$ cat src/rtl/fft64_in_reorder.sv
`default_nettype none
// ============================================================================
// Module   : fft64_in_reorder
// Purpose  : Streaming input buffer in front of the first radix-8 stage of a
//            64-point FFT. Samples arrive in natural order (0..63), one per
//            cycle, and are written into a ping-pong memory. Each full frame is
//            then emitted as 8 packed vectors; vector r carries the samples
//            r, r+8, ..., r+56, which is the 8-lane input of the FFT-8 stage.
// Revision : 1.0 - initial release
// ----------------------------------------------------------------------------
// Parameters
//   DW         width of each real/imag component (two's complement)
// Ports
//   clk        clock, all state on rising edge
//   rst_n      asynchronous active-low reset
//   in_valid   input sample valid
//   in_ready   buffer can accept a sample this cycle (combinational)
//   in_re      sample real part
//   in_im      sample imag part
//   out_valid  output vector valid
//   out_ready  consumer accepts vector
//   out_re     packed real parts, lane k at [DW*k +: DW]
//   out_im     packed imag parts, same lane packing
//   out_last   high on vector 7 of a frame
//   out_grp    group index r of the current vector
// Optional feature (define FFT64_IN_SOF_EN to enable)
//   in_sof     start-of-frame marker, sampled only on accept; realigns the
//              write counter to index 0 of the current write bank
//   sof_err    sticky framing error flag, cleared only by reset
// ============================================================================
module fft64_in_reorder #(
  parameter int DW = 10
) (
  input  logic            clk,
  input  logic            rst_n,
  input  logic            in_valid,
  output logic            in_ready,
  input  logic [DW-1:0]   in_re,
  input  logic [DW-1:0]   in_im,
  output logic            out_valid,
  input  logic            out_ready,
  output logic [8*DW-1:0] out_re,
  output logic [8*DW-1:0] out_im,
  output logic            out_last,
  output logic [2:0]      out_grp
`ifdef FFT64_IN_SOF_EN
  ,
  input  logic            in_sof,
  output logic            sof_err
`endif
);

  localparam int LANES = 8;
  localparam int AW    = 6;          // address bits within one bank
  localparam int WW    = 2 * DW;     // stored word: {re, im}

  // --------------------------------------------------------------------------
  // State
  // --------------------------------------------------------------------------
  logic [AW-1:0]       wr_cnt_q,    wr_cnt_d;
  logic                wb_q,        wb_d;
  logic                rb_q,        rb_d;
  logic [2:0]          rd_grp_q,    rd_grp_d;
  logic [1:0]          bank_full_q, bank_full_d;
  logic                out_valid_q, out_valid_d;
  logic                out_last_q,  out_last_d;
  logic [2:0]          out_grp_q,   out_grp_d;
  logic [8*DW-1:0]     out_re_q,    out_re_d;
  logic [8*DW-1:0]     out_im_q,    out_im_d;

  // Both banks in one array, addressed as {bank, index}. Contents are not
  // reset: a bank is only read after it has been completely written.
  logic [WW-1:0]       mem [2*64];

  // --------------------------------------------------------------------------
  // Combinational control
  // --------------------------------------------------------------------------
  logic                accept;
  logic                sof_hit;
  logic [AW-1:0]       wr_idx;
  logic                load;
  logic [8*DW-1:0]     rd_re;
  logic [8*DW-1:0]     rd_im;

  assign in_ready = !bank_full_q[wb_q];
  assign accept   = in_valid && in_ready;

`ifdef FFT64_IN_SOF_EN
  logic sof_err_q, sof_err_d;
  assign sof_hit = accept && in_sof;
`else
  assign sof_hit = 1'b0;
`endif

  // A start-of-frame marker overrides the running count and lands at index 0.
  assign wr_idx = sof_hit ? '0 : wr_cnt_q;

  // The output register may be refilled when it is empty or being consumed.
  assign load = bank_full_q[rb_q] && (!out_valid_q || out_ready);

  // --------------------------------------------------------------------------
  // Write port
  // --------------------------------------------------------------------------
  always_ff @(posedge clk) begin
    if (accept) begin
      mem[{wb_q, wr_idx}] <= {in_re, in_im};
    end
  end

  // --------------------------------------------------------------------------
  // Read lanes: lane k of group r is sample r + 8k, i.e. address {k, r}.
  // --------------------------------------------------------------------------
  for (genvar k = 0; k < LANES; k++) begin : g_lane
    logic [WW-1:0] word;
    assign word                 = mem[{rb_q, 3'(k), rd_grp_q}];
    assign rd_re[DW*k +: DW]    = word[WW-1:DW];
    assign rd_im[DW*k +: DW]    = word[DW-1:0];
  end

  // --------------------------------------------------------------------------
  // Next-state logic
  // --------------------------------------------------------------------------
  always_comb begin
    wr_cnt_d    = wr_cnt_q;
    wb_d        = wb_q;
    rb_d        = rb_q;
    rd_grp_d    = rd_grp_q;
    bank_full_d = bank_full_q;
    out_valid_d = out_valid_q;
    out_last_d  = out_last_q;
    out_grp_d   = out_grp_q;
    out_re_d    = out_re_q;
    out_im_d    = out_im_q;

    // Write side. Setting a full flag can never collide with clearing one on
    // the read side: set needs the bank empty, clear needs it full.
    if (accept) begin
      wr_cnt_d = wr_idx + 6'd1;
      if (wr_idx == 6'd63) begin
        bank_full_d[wb_q] = 1'b1;
        wb_d              = ~wb_q;
      end
    end

    // Read side. Output fields other than out_valid keep their value when a
    // vector is consumed without a refill.
    if (load) begin
      out_re_d    = rd_re;
      out_im_d    = rd_im;
      out_grp_d   = rd_grp_q;
      out_last_d  = (rd_grp_q == 3'd7);
      out_valid_d = 1'b1;
      rd_grp_d    = rd_grp_q + 3'd1;
      if (rd_grp_q == 3'd7) begin
        bank_full_d[rb_q] = 1'b0;
        rb_d              = ~rb_q;
      end
    end else if (out_valid_q && out_ready) begin
      out_valid_d = 1'b0;
    end
  end

`ifdef FFT64_IN_SOF_EN
  // A marker away from index 0, or index 0 without a marker, is a framing
  // error. The flag is sticky.
  always_comb begin
    sof_err_d = sof_err_q;
    if (accept) begin
      if (in_sof && (wr_cnt_q != 6'd0)) begin
        sof_err_d = 1'b1;
      end
      if (!in_sof && (wr_cnt_q == 6'd0)) begin
        sof_err_d = 1'b1;
      end
    end
  end

  always_ff @(posedge clk or negedge rst_n) begin
    if (!rst_n) begin
      sof_err_q <= 1'b0;
    end else begin
      sof_err_q <= sof_err_d;
    end
  end

  assign sof_err = sof_err_q;
`endif

  // --------------------------------------------------------------------------
  // State registers
  // --------------------------------------------------------------------------
  always_ff @(posedge clk or negedge rst_n) begin
    if (!rst_n) begin
      wr_cnt_q    <= '0;
      wb_q        <= 1'b0;
      rb_q        <= 1'b0;
      rd_grp_q    <= '0;
      bank_full_q <= 2'b00;
      out_valid_q <= 1'b0;
      out_last_q  <= 1'b0;
      out_grp_q   <= '0;
      out_re_q    <= '0;
      out_im_q    <= '0;
    end else begin
      wr_cnt_q    <= wr_cnt_d;
      wb_q        <= wb_d;
      rb_q        <= rb_d;
      rd_grp_q    <= rd_grp_d;
      bank_full_q <= bank_full_d;
      out_valid_q <= out_valid_d;
      out_last_q  <= out_last_d;
      out_grp_q   <= out_grp_d;
      out_re_q    <= out_re_d;
      out_im_q    <= out_im_d;
    end
  end

  assign out_valid = out_valid_q;
  assign out_last  = out_last_q;
  assign out_grp   = out_grp_q;
  assign out_re    = out_re_q;
  assign out_im    = out_im_q;

endmodule
`default_nettype wire

$ cat config.mk
export PLATFORM = sky130hd
export DESIGN_NAME = fft64_in_reorder
export DESIGN_NICKNAME = d
export VERILOG_FILES = /design/src/rtl/fft64_in_reorder.sv
export SDC_FILE = /design/constraint.sdc
export NUM_CORES = 2
export LEC_CHECK = 0
export BUFFER_PORTS_ARGS = -buffer_cell sky130_fd_sc_hd__buf_2
export CORE_ASPECT_RATIO = 0.8
export CORE_UTILIZATION = 65
export CTS_BUF_LIST = sky130_fd_sc_hd__clkbuf_8
export CTS_CLUSTER_SIZE = 14
export DETAILED_ROUTE_END_ITERATION = 8
export PLACE_DENSITY = 0.89
export SLEW_MARGIN = 20
export SYNTH_ARGS = -nofsm -noshare
export SYNTH_HDL_FRONTEND = slang
export SYNTH_SLANG_ARGS = --single-unit
$ cat constraint.sdc
create_clock -name clk -period 3.2 [get_ports clk]
set_input_delay 0.64 -clock clk [delete_from_list [all_inputs] [get_ports clk]]
set_output_delay 0.64 -clock clk [all_outputs]
set_load 0.05 [all_outputs]
==> impl_results.md <==
* Nets at 5,100
* Max FO, Critical Path at 20
* Pwr Density at roughly 730 mW/mm²
* Initial Util at 0.6585
* # DRC at 0
* Period utilization at 0.9915
* Post-DP HPWL at 150,700 µm
* Max incr delay on CP at 0.65 ns
* Period minus WS final at 3.173 ns
* CP required at slightly below 4 ns
* Post-synth EDFFs at 2,560
* Syn Inst Count at between 4k and 5k
* Adder-cell share of the synthesized area at 0.0003663
* First-pass GRT wire length at just under 400,000 µm
* Die Y at around 360 µm
* Max Clock Skew at roughly 0.087 ns
* Reg clk slew, reported paths at 0.09 ns
* Leakage power at 35.96 nW
* Max Cap Viol at 0
* Die area at 0.1592 mm²
* CTS tree: yes
* Worst slew margin at 0.3163
* Number of library cell types mapped by synthesis at 38
* GR Util All Layers at 0.3514
* Post-synthesis mux area share at 0.1574
* Status: completed
* Filler instances at 7,502
* Synth Flop Type: edfxtp_1
* Clock root cell: clkbuf_8
* Ys Warns at 0
* Largest family of logic cells by synthesized area: multiplexers
* Post-Syn Area at 0.1025 mm²
* Fraction of registers with async set/reset at 0.06501
* Initial antenna violation count at 15
* Avg Inst Size Synth at 22.81 µm²
* Die width at approximately 450 µm
* CTS sink cnt at approximately 2.7k
* # setup viols final at 0
* Final Hold Fails at 0
* Vias in the first global route at around 56k
* Slew at the pin closest to its max-slew limit at a little over 1 ns
* XOR/XNOR Fraction of Synth Area at 0.0006838
* Worst Path Arrival at 3.85 ns
* Syn nets at 4,519
* CP bufs+invs at 2
* Cts bufs inserted at 390
* Hold Path Class: input pin to flop
* Post-route ant nets at 0
* Non-filler instance count after layout at 7,476
* Synth Area in Simple Gates at 0.01276
* Site row count at 129
* GR Overflow Total at 0
* CP Launch Type: flop
* Worst VDD drop at 0.0007252 V
* Average wire per standard cell at 36.78 µm
* Port bufs at 189
* Sequential fraction of the synthesis area at 0.7937
* Final WL at 275,000 µm
* GPL Wtd Cong at 0.8266
* Clock latency on the worst-skew pair at 1.10 ns
* Largest net degree at the start of global routing at about 130
* Setup TNS at 0 ns
* CP dominant cell by count: buf_4
* DRT iter0 DRCs at 9,283
* Synth Register Bits at 2,738
* I/O pins at between 150 and 200
* TritonRoute pass-1 iters at 5
* CP delay by family, top: simple AND/OR/NAND/NOR gates
* Compound-Gate Fraction of Synth Area at 0.02323
* Placed Cells incl. Taps at 6,773
* WS Path Type: flop to flop
* Slew Limit Fails at 0
* CP endpoint kind: flop
* Fmax at 315.2 MHz
* Area grow syn2layout at 12.53%
* Crit-path cells: mux2i_4 -> nand2_2 -> or4_1 -> buf_4 -> nor2_2 -> buf_4
* Post-CTS setup buffer count at 0
* Vias per cell at about 7
* Vias at between 50k and 60k
* CP max-delay cell: or4_1
* Clock Tree Buf Depth at 4
* CORE AREA at 0.1556 mm²
* H-tree Lvls at 5
* Fraction of layout cells with a size suffix above 1 at 0.3286
## cell usage after synthesis (30+ instances only)
| cell | number | share of area |
|---|---|---|
| buf_1 | 31 | 0.0011 |
| clkbuf_1 | 110 | 0.0040 |
| nand2_1 | 30 | 0.0011 |
| a211oi_1 | 118 | 0.0086 |
| o22ai_1 | 202 | 0.012 |
| mux4_2 | 640 | 0.14 |
| dfrtp_1 | 178 | 0.043 |
| buf_4 | 37 | 0.0027 |
| buf_2 | 76 | 0.0037 |
| nor2_1 | 239 | 0.0088 |
| edfxtp_1 | 2560 | 0.75 |
| mux2i_1 | 119 | 0.012 |
| a21oi_1 | 43 | 0.0021 |
| mux2_2 | 44 | 0.0048 |
## report_power, final
part	switching (W)	internal, W	total (W)
combinational	0.00977	0.00588	0.0157
clock	0.0133	0.0131	0.0264
sequential	0.00126	0.0405	0.0418
total	0.0243	0.0595	0.0838
## area by class of cell
class                   instances  area [µm²]  share of cell area
diodes                          5       12.51           0.0001085
clock buffers                 446        6138             0.05324
clock inverters               248        1157             0.01004
inverters                       2       7.507          0.00006511
multi-input cells            1496       20240              0.1755
flip-flops and latches       2738       81340              0.7055
well taps                    2096        2623             0.02275
repair buffers                445        3779             0.03277
## worst register-to-register path: cells and delay by family (launching register included)
| family | cells | cell delay [ns] |
|---|---|---|
| AND/OR/NAND/NOR | 3 | 0.97 |
| buffers and inverters | 2 | 0.76 |
| flip-flops | 1 | 0.60 |
| multiplexers | 1 | 0.43 |
## final timing paths
kind / startpoint / to / slack [ns] / cells past startpoint
hold / removal: in_re[1] / mem[54][11] / 0.10 / 1
setup / recovery: wb_q / mem[32][18] / 0.03 / 6
hold reg to reg: out_grp[1] / out_grp[1] / 0.52 / 2
max in group asynchronous: rst_n / out_re[3] / 1.97 / 3
min in group asynchronous: rst_n / out_im[46] / 0.19 / 2
setup reg to reg: wb_q / mem[32][18] / 0.03 / 6
## logic make-up after synthesis
group                      after synthesis
DFF                                   2738
muxes                                  804
AOI/OAI and AO/OA                      365
and+or+nand+nor                        316
buffers and inverters                  258
xor gates and xnor gates                 8
adders and majority gates                3
## sequential cells by signal, summed over array words and instances, names as in the netlist
name / flops
mem: 2560
out_im: 80
out_re: 80
wr_cnt_q: 6
out_grp: 3
rd_grp_q: 3
bank_full_q: 2
out_last: 1
out_valid: 1
rb_q: 1
wb_q: 1
## cells in the final DEF, fill, tap and decap left out, types with 2 or more instances in the layout
cell type	synthesis	layout
inv_1	2	126
nand3_1	9	8
dlygate4sd3_1	0	4
ha_1	3	3
inv_6	0	3
nand4b_1	2	2
or2_2	2	2
nand2b_1	3	2
clkinv_1	0	69
nor2_1	239	121
or4_1	2	2
edfxtp_1	2560	2560
buf_4	37	205
o22ai_1	202	202
mux2i_1	119	119
nand2_1	30	30
mux4_2	640	640
a211oi_1	118	118
clkinvlp_4	0	2
nand4_1	4	4
clkinv_2	0	42
nor2_2	11	128
diode_2	0	5
xnor2_1	7	7
dfrtp_4	0	4
inv_8	0	2
buf_12	0	67
or3_1	2	2
bufinv_16	0	5
buf_2	76	167
nor2b_1	5	5
dfrtp_1	178	174
a21oi_1	43	43
mux2_2	44	44
clkbuf_8	0	446
## repair_timing
action                     in CTS  in global routing
gates resized for setup         0                  1
hold endpoints to repair       87                  0
setup endpoints to repair       0                  1
hold buffers                    4                  0
## per-stage QoR
stage / worst slack, ns / util / total power, W / cell area, µm² / hold WS, ns
3_5_place_dp: 0.2996 / 0.6938 / 0.05781 / 107900 / 0.4703
3_3_place_gp: 0.4459 / 0.6938 / 0.05709 / 107900 / 0.4596
5_1_grt: -0.003769 / 0.7410 / 0.08588 / 115300 / 0.07439
6_report: 0.02713 / 0.7410 / 0.08382 / 115300 / 0.1025
4_1_cts: 0.04543 / 0.7409 / 0.08381 / 115300 / 0.03089
2_1_floorplan: 0.05296 / - / 0.05241 / 102500 / 0.3444
## per-layer routing
| layer | part of all wire | GRT usage |
|---|---|---|
| met1 | 0.32 | 0.4628 |
| met2 | 0.49 | 0.5585 |
| met3 | 0.14 | 0.08132 |
| met4 | 0.057 | 0.1852 |
| met5 | 0.00021 | 0 |
Note: power is estimated with default switching activity, not from simulation.
